==> config.mk <==
export PLATFORM = sky130hd
export DESIGN_NAME = pipe_ins_tracker
export DESIGN_NICKNAME = d
export VERILOG_FILES = /design/src/rtl/pipe_ins_tracker_pkg.sv /design/src/rtl/pipe_ins_tracker_stage_reg.sv /design/src/rtl/pipe_ins_tracker.sv
export SDC_FILE = /design/constraint.sdc
export NUM_CORES = 1
export LEC_CHECK = 0
export CAP_MARGIN = 10
export CORE_ASPECT_RATIO = 1.1
export CORE_MARGIN = 8
export CORE_UTILIZATION = 40
export DETAILED_ROUTE_END_ITERATION = 16
export MAX_ROUTING_LAYER = met4
export PLACE_DENSITY = 0.76
export SYNTH_ARGS = -nofsm -noshare
export SYNTH_HDL_FRONTEND = slang
export SYNTH_SLANG_ARGS = --single-unit
==> constraint.sdc <==
create_clock -name clk -period 11.7 [get_ports clk]
set_input_delay 2.925 -clock clk [delete_from_list [all_inputs] [get_ports clk]]
set_output_delay 2.925 -clock clk [all_outputs]
set_load 0.05 [all_outputs]
==> src/rtl/pipe_ins_tracker_pkg.sv <==
// Shared constants for the pipeline instruction tracker and the hazard unit:
// reset/bubble words, MIPS opcode/funct codes, instruction bit fields, stage record.
package pipe_ins_tracker_pkg;

    localparam logic [31:0] PC_RESET_DEF = 32'h0000_3000;
    localparam logic [31:0] NOP_WORD_DEF = 32'h0000_0000;   // sll $0,$0,0

    localparam logic [5:0] OP_RTYPE = 6'b000000;
    localparam logic [5:0] OP_ORI   = 6'b001101;
    localparam logic [5:0] OP_LW    = 6'b100011;
    localparam logic [5:0] OP_SW    = 6'b101011;
    localparam logic [5:0] OP_BEQ   = 6'b000100;
    localparam logic [5:0] OP_LUI   = 6'b001111;
    localparam logic [5:0] OP_JAL   = 6'b000011;

    localparam logic [5:0] FN_ADDU  = 6'b100001;
    localparam logic [5:0] FN_SUBU  = 6'b100011;
    localparam logic [5:0] FN_JR    = 6'b001000;
    localparam logic [5:0] FN_SLL   = 6'b000000;

    localparam int OP_HI = 31;
    localparam int OP_LO = 26;
    localparam int RS_HI = 25;
    localparam int RS_LO = 21;
    localparam int RT_HI = 20;
    localparam int RT_LO = 16;
    localparam int RD_HI = 15;
    localparam int RD_LO = 11;
    localparam int FN_HI = 5;
    localparam int FN_LO = 0;

    typedef struct packed {
        logic        vld;
        logic [31:0] pc;
        logic [31:0] ins;
    } stage_t;

    function automatic logic [5:0] insOp(input logic [31:0] ins);
        return ins[OP_HI:OP_LO];
    endfunction

    function automatic logic [4:0] insRs(input logic [31:0] ins);
        return ins[RS_HI:RS_LO];
    endfunction

    function automatic logic [4:0] insRt(input logic [31:0] ins);
        return ins[RT_HI:RT_LO];
    endfunction

    function automatic logic [4:0] insRd(input logic [31:0] ins);
        return ins[RD_HI:RD_LO];
    endfunction

    function automatic logic [5:0] insFunct(input logic [31:0] ins);
        return ins[FN_HI:FN_LO];
    endfunction

endpackage

==> src/rtl/pipe_ins_tracker_stage_reg.sv <==
// One pipeline stage record {vld, pc, ins}: holds when en=0, loads a bubble when clr=1.
module stage_reg
    import pipe_ins_tracker_pkg::*;
#(
    parameter logic [31:0] NOP_WORD = NOP_WORD_DEF
) (
    input  logic   clk,
    input  logic   reset,
    input  logic   en,
    input  logic   clr,
    input  stage_t dIn,
    output stage_t q
);

    localparam stage_t BUBBLE = '{vld: 1'b0, pc: 32'h0, ins: NOP_WORD};

    // clr wins over en so a bubble lands even if a stage is ever both held and cleared
    always_ff @(posedge clk or posedge reset) begin
        if (reset) begin
            q <= BUBBLE;
        end else if (clr) begin
            q <= BUBBLE;
        end else if (en) begin
            q <= dIn;
        end
    end

endmodule

==> src/rtl/pipe_ins_tracker.sv <==
// F->D->E->M->W instruction/PC/valid chain; stall freezes F/D, bubbles E, and is
// counted in a saturating debug counter. All outputs come straight from flops.
module pipe_ins_tracker
    import pipe_ins_tracker_pkg::*;
#(
    parameter logic [31:0] PC_RESET = PC_RESET_DEF,
    parameter logic [31:0] NOP_WORD = NOP_WORD_DEF,
    parameter int          CNT_W    = 32
) (
    input  logic             clk,
    input  logic             reset,
    input  logic             stall,
    input  logic [31:0]      next_pc,
    input  logic [31:0]      instr_f,
    output logic [31:0]      pc_f,
    output logic [31:0]      ins_d,
    output logic [31:0]      ins_e,
    output logic [31:0]      ins_m,
    output logic [31:0]      ins_w,
    output logic [31:0]      pc_d,
    output logic [31:0]      pc_e,
    output logic [31:0]      pc_m,
    output logic [31:0]      pc_w,
    output logic             vld_d,
    output logic             vld_e,
    output logic             vld_m,
    output logic             vld_w,
    output logic [CNT_W-1:0] stall_cnt
);

    stage_t fetchStage;
    stage_t stgD;
    stage_t stgE;
    stage_t stgM;
    stage_t stgW;

    always_comb begin
        fetchStage = '{vld: 1'b1, pc: pc_f, ins: instr_f};
    end

    always_ff @(posedge clk or posedge reset) begin
        if (reset) begin
            pc_f <= PC_RESET;
        end else if (!stall) begin
            pc_f <= next_pc;
        end
    end

    always_ff @(posedge clk or posedge reset) begin
        if (reset) begin
            stall_cnt <= '0;
        end else if (stall && (stall_cnt != {CNT_W{1'b1}})) begin
            stall_cnt <= stall_cnt + CNT_W'(1);
        end
    end

    stage_reg #(.NOP_WORD(NOP_WORD)) uStageD (
        .clk(clk), .reset(reset), .en(~stall), .clr(1'b0), .dIn(fetchStage), .q(stgD)
    );

    stage_reg #(.NOP_WORD(NOP_WORD)) uStageE (
        .clk(clk), .reset(reset), .en(1'b1), .clr(stall), .dIn(stgD), .q(stgE)
    );

    stage_reg #(.NOP_WORD(NOP_WORD)) uStageM (
        .clk(clk), .reset(reset), .en(1'b1), .clr(1'b0), .dIn(stgE), .q(stgM)
    );

    stage_reg #(.NOP_WORD(NOP_WORD)) uStageW (
        .clk(clk), .reset(reset), .en(1'b1), .clr(1'b0), .dIn(stgM), .q(stgW)
    );

    assign ins_d = stgD.ins;
    assign ins_e = stgE.ins;
    assign ins_m = stgM.ins;
    assign ins_w = stgW.ins;
    assign pc_d  = stgD.pc;
    assign pc_e  = stgE.pc;
    assign pc_m  = stgM.pc;
    assign pc_w  = stgW.pc;
    assign vld_d = stgD.vld;
    assign vld_e = stgE.vld;
    assign vld_m = stgM.vld;
    assign vld_w = stgW.vld;

endmodule

==> Word-level counts from Yosys, hierarchy flattened <==
Index checks and enable logic that the tools add are counted.
{ "word_totals": {"ff_bits": 324, "in_bits": 67, "out_inout_bits": 324, "wordCells": 18} }
{ "op_classes": {"add_sub_neg": 1, "n_eq_ne": 1, "mux": 1, "n_reduce_logical": 1} }
{ "ops": {"columns": ["operator", "count"], "rows": [
  ["2-to-1 mux 65 bit", 1],
  ["adder 32 x 1 -> 32 bit, second input constant", 1],
  ["inequality test 32 bit, second input constant", 1],
  ["logical AND 1 bit", 1]
]} }

==> Longest topological paths before layout <==
{ "logic_depth": {"depth_word": 2, "depth_mapped": 7, "depth_no_buf": 6} }

==> Hierarchy <==
A second synthesis with hierarchy kept.
{ "unflattened": {"hier_cells": 1055, "area_unflattened_um2": 13470.4} }
{ "modules_own_cells": {"columns": ["mod", "instances", "cells_each", "area_each_um2", "seq_area_each_um2"], "rows": [
  ["stage_reg", 4, 210, 2671.3, 1626.6],
  ["pipe_ins_tracker", 1, 215, 2785.2, 1604.0]
]} }

==> Least setup slack after synthesis <==
OpenSTA, ideal clock, no wires.
{ "synth_path": {"path_kind": "input -> register", "startpoint": "input stall", "endpoint": "register stall_cnt[13]", "setup_time_ns": 0.145, "arrival_ns": 3.933, "required_ns": 11.555, "path_slack_ns": 7.622, "path_stages": 6, "path_buffers": 1, "path_cell_list": "and4_1 -> and2_1 -> buf_2 -> nand3_1 -> nor4b_1 -> xor2_1"} }
{ "synth_between": {"elab_chain_len": 1} }
{ "synth_rtl": {"columns": ["item", "line_no", "rtl"], "rows": [
  ["from (decl)", "pipe_ins_tracker.sv:12", "input logic stall,"],
  ["logical AND 1 bit", "pipe_ins_tracker.sv:52", "end else if (stall && (stall_cnt != {CNT_W{1'b1}})) begin"],
  ["to (signal assigned)", "pipe_ins_tracker.sv:53", "stall_cnt <= stall_cnt + CNT_W'(1);"],
  ["to (decl)", "pipe_ins_tracker.sv:28", "output logic [CNT_W-1:0] stall_cnt"]
]} }
Every way passes these cells.
A chain may end at the register's enable or synchronous reset.

==> impl_metrics.json <==
{
  "status": "completed",
  "ys.warnings.count": 0,
  "synth_area_per_cell_um2": 17.0,
  "synth.most_common_cell": "dfrtp_1",
  "busiest_layer": "met2",
  "relSlewSlack_pct": 39.9,
  "drive_gt1_share_pct": 15.8,
  "p_comb_share_pct": 24.7,
  "worst_setup_path_start_kind": "input pin",
  "ys_seq_area_share_pct": 77.3,
  "cp_max_fo": 74,
  "drc_errors": 0,
  "synth_flop_cell": "dfrtp_1",
  "drv_slew": 0,
  "pwr-share-clk_pct": 34.0,
  "place.gp.congestion": 0.776,
  "tritoncts": "done",
  "grt_util_met1_pct": 19.2,
  "grt_usage_pct": 17.7,
  "intPower_mw": 2.14,
  "synth_top_area_cell": "dfrtp_1",
  "post_cts_buffers": 0,
  "crit_top_cell": "buf_4",
  "cts_repair_resize_count": 0,
  "fin_area_um2": 16000,
  "cp-end-kind": "asynchronous set/reset pin",
  "cts_made_buffers": 35,
  "clk_latency_ns": 0.50,
  "antenna_found_initial": 1,
  "critical-path-max-stage-delay_ns": 0.83,
  "grtUsageMet2_pct": 30.0,
  "ir_worst_vdd_mv": 0.146,
  "async_flop_share_pct": 100,
  "vias": 6405,
  "place_area_um2": 14800,
  "htreeDepth": 2,
  "area_growth_pct": 52.1,
  "synth_commonest_cells": "dfrtp_1, mux2_2, nor2b_1",
  "io_pins": 391,
  "drt_iter0_drc": 255,
  "ant_nets": 0,
  "critPathArrivalTime_ns": 5.44,
  "grt_start_max_net_pins": 162,
  "cts_hold_buf": 0,
  "clk_path_buf_depth": 3,
  "synth-seq-cells": 324,
  "clk_pin_slew_ns": 0.06,
  "row_count": 62,
  "drt-total-wl_um": 27900,
  "dieArea_um2": 31700,
  "power_density_nw_per_um2": 198,
  "hold_viol_final": 0,
  "cp.required_ns": 12.21,
  "die_x_um": 170,
  "period_minus_slack_ns": 4.93,
  "grt-ovfl-total": 0,
  "maxCapViolations": 0,
  "p_total_mw": 3.16,
  "via_per_inst": 4.55,
  "synth_nets": 686,
  "post-route-period-util_pct": 42.1,
  "critPathSlowestCell": "buf_4",
  "clock_skew_ns": 0.0183,
  "p_switching_mw": 1.03,
  "crit_type": "in2async",
  "regToRegSetupSlack_ns": 9.43,
  "grt_pass1_vias": 6953,
  "dpl.hpwl_um": 20400,
  "worst_pin_slew_ns": 0.901,
  "wl_per_cell_um": 19.8,
  "final_cells": 1408,
  "port_buffers": 390,
  "finalSetupTns_ns": 0,
  "holdWs_ns": 0.368,
  "dp.cells": 1344,
  "crit_chain": "clkdlybuf4s50_1 -> clkinvlp_4 -> buf_4 -> buf_4",
  "clkSinkCount": 324,
  "use_met3_pct": 6.70,
  "grt_pass1_wl_um": 41300,
  "hp-class": "reg2reg",
  "coreArea_um2": 26000,
  "firstDrtPassIters": 4,
  "synth.distinct_cells": 34,
  "synth_area_leaders": "dfrtp_1, mux2_2, nor2b_1",
  "start_util_pct": 40.4,
  "cellLeakagePower_nw": 6.97,
  "rsz0062_at_grt": "no",
  "die_h_um": 186,
  "nets": 1097,
  "synth_top_area_share_pct": 76.8,
  "syn_inst": 618,
  "fmax_mhz": 203,
  "netlist_area_um2": 10500,
  "synth_edf_count": 0,
  "switching_share_pct": 32.5,
  "setup_viol": 0,
  "seqPwrFrac_pct": 41.3,
  "clock-root-buffer": "clkbuf_16"
}
## cells by family (layout without fill, tap and decap cells)
family | after synthesis | after routing | share of synthesized area [%]
AO/OA/AOI/OAI | 8 | 8 | 0.740
XOR/XNOR | 28 | 28 | 2.34
adder cells (fa/ha/maj) | 1 | 1 | 0.119
buffers and inverters | 21 | 458 | 0.775
flip-flops | 324 | 324 | 77.3
multiplexers | 97 | 97 | 10.4
other | 0 | 1 | 0
AND/OR/NAND/NOR | 139 | 139 | 8.28
## path summary, 6_finish.rpt
| check | cells past startpoint | start | endpoint |
|---|---|---|---|
| setup / recovery | 4 | reset | pc_f[6] |
| hold / removal | 0 | uStageM.q[35] | uStageW.q[35] |
| setup reg to reg | 5 | stall_cnt[9] | stall_cnt[1] |
| hold reg to reg | 0 | uStageM.q[35] | uStageW.q[35] |
| max in group clk | 1 | pc_f[12] | pc_f[12] |
| min in group asynchronous | 2 | reset | uStageW.q[4] |
## sequential cells by signal (all words and copies together), names as in the netlist
name,count
uStageD.q,65
stall_cnt,32
uStageM.q,65
pc_f,32
uStageE.q,65
uStageW.q,65
## cell usage in the layout, fill, tap and decap left out, drive strengths merged, types with 10 or more instances in the layout
master and instances:
dfrtp 322, nor2b 65, clkbuf 50, mux2 97, nand3 14, xor2 13
clkdlybuf4s50 389, nand4 10, nand2 11, clkinv 10, xnor2 15
## through the flow
step	utilization, %	setup slack, ns
global placement	57.0	6.15
CTS	61.4	6.66
floorplan	-	4.45
global route	61.4	6.29
finish	61.4	6.77
detailed placement	57.0	6.13
## layer usage
metal / up-vias / wire, um / share of wire (%)
li1: 2906 / - / -
met1: 3192 / 10400 / 37
met2: 270 / 14100 / 51
met3: 37 / 2770 / 10
met4: 0 / 573 / 2.1
met5: - / 0 / 0
## final cells by class
| class | count | area, um2 |
|---|---|---|
| tap | 352 | 440 |
| sequential | 324 | 8110 |
| inverter | 1 | 7.51 |
| timing repair buffer | 394 | 3950 |
| clock inverter | 13 | 134 |
| clock buffer | 50 | 1010 |
| fill | 1973 | 10000 |
| multi-input combinational | 273 | 2300 |
| antenna | 1 | 2.50 |
## worst max-delay path: cells and delay by family
kind	cells	cell delay (ns)
buffers and inverters	4	2.39
## power groups by stage
| stage | Combinational [mW] | Sequential (mW) | Clock [mW] |
|---|---|---|---|
| after floorplan | 0.103 | 1.70 | 0 |
| after global placement | 0.783 | 1.32 | 0 |
| after detailed placement | 0.787 | 1.33 | 0 |
| after CTS | 0.790 | 1.31 | 1.10 |
| after global routing | 0.810 | 1.32 | 1.15 |
| final | 0.780 | 1.31 | 1.08 |
Power figures use the tool's default switching activity.
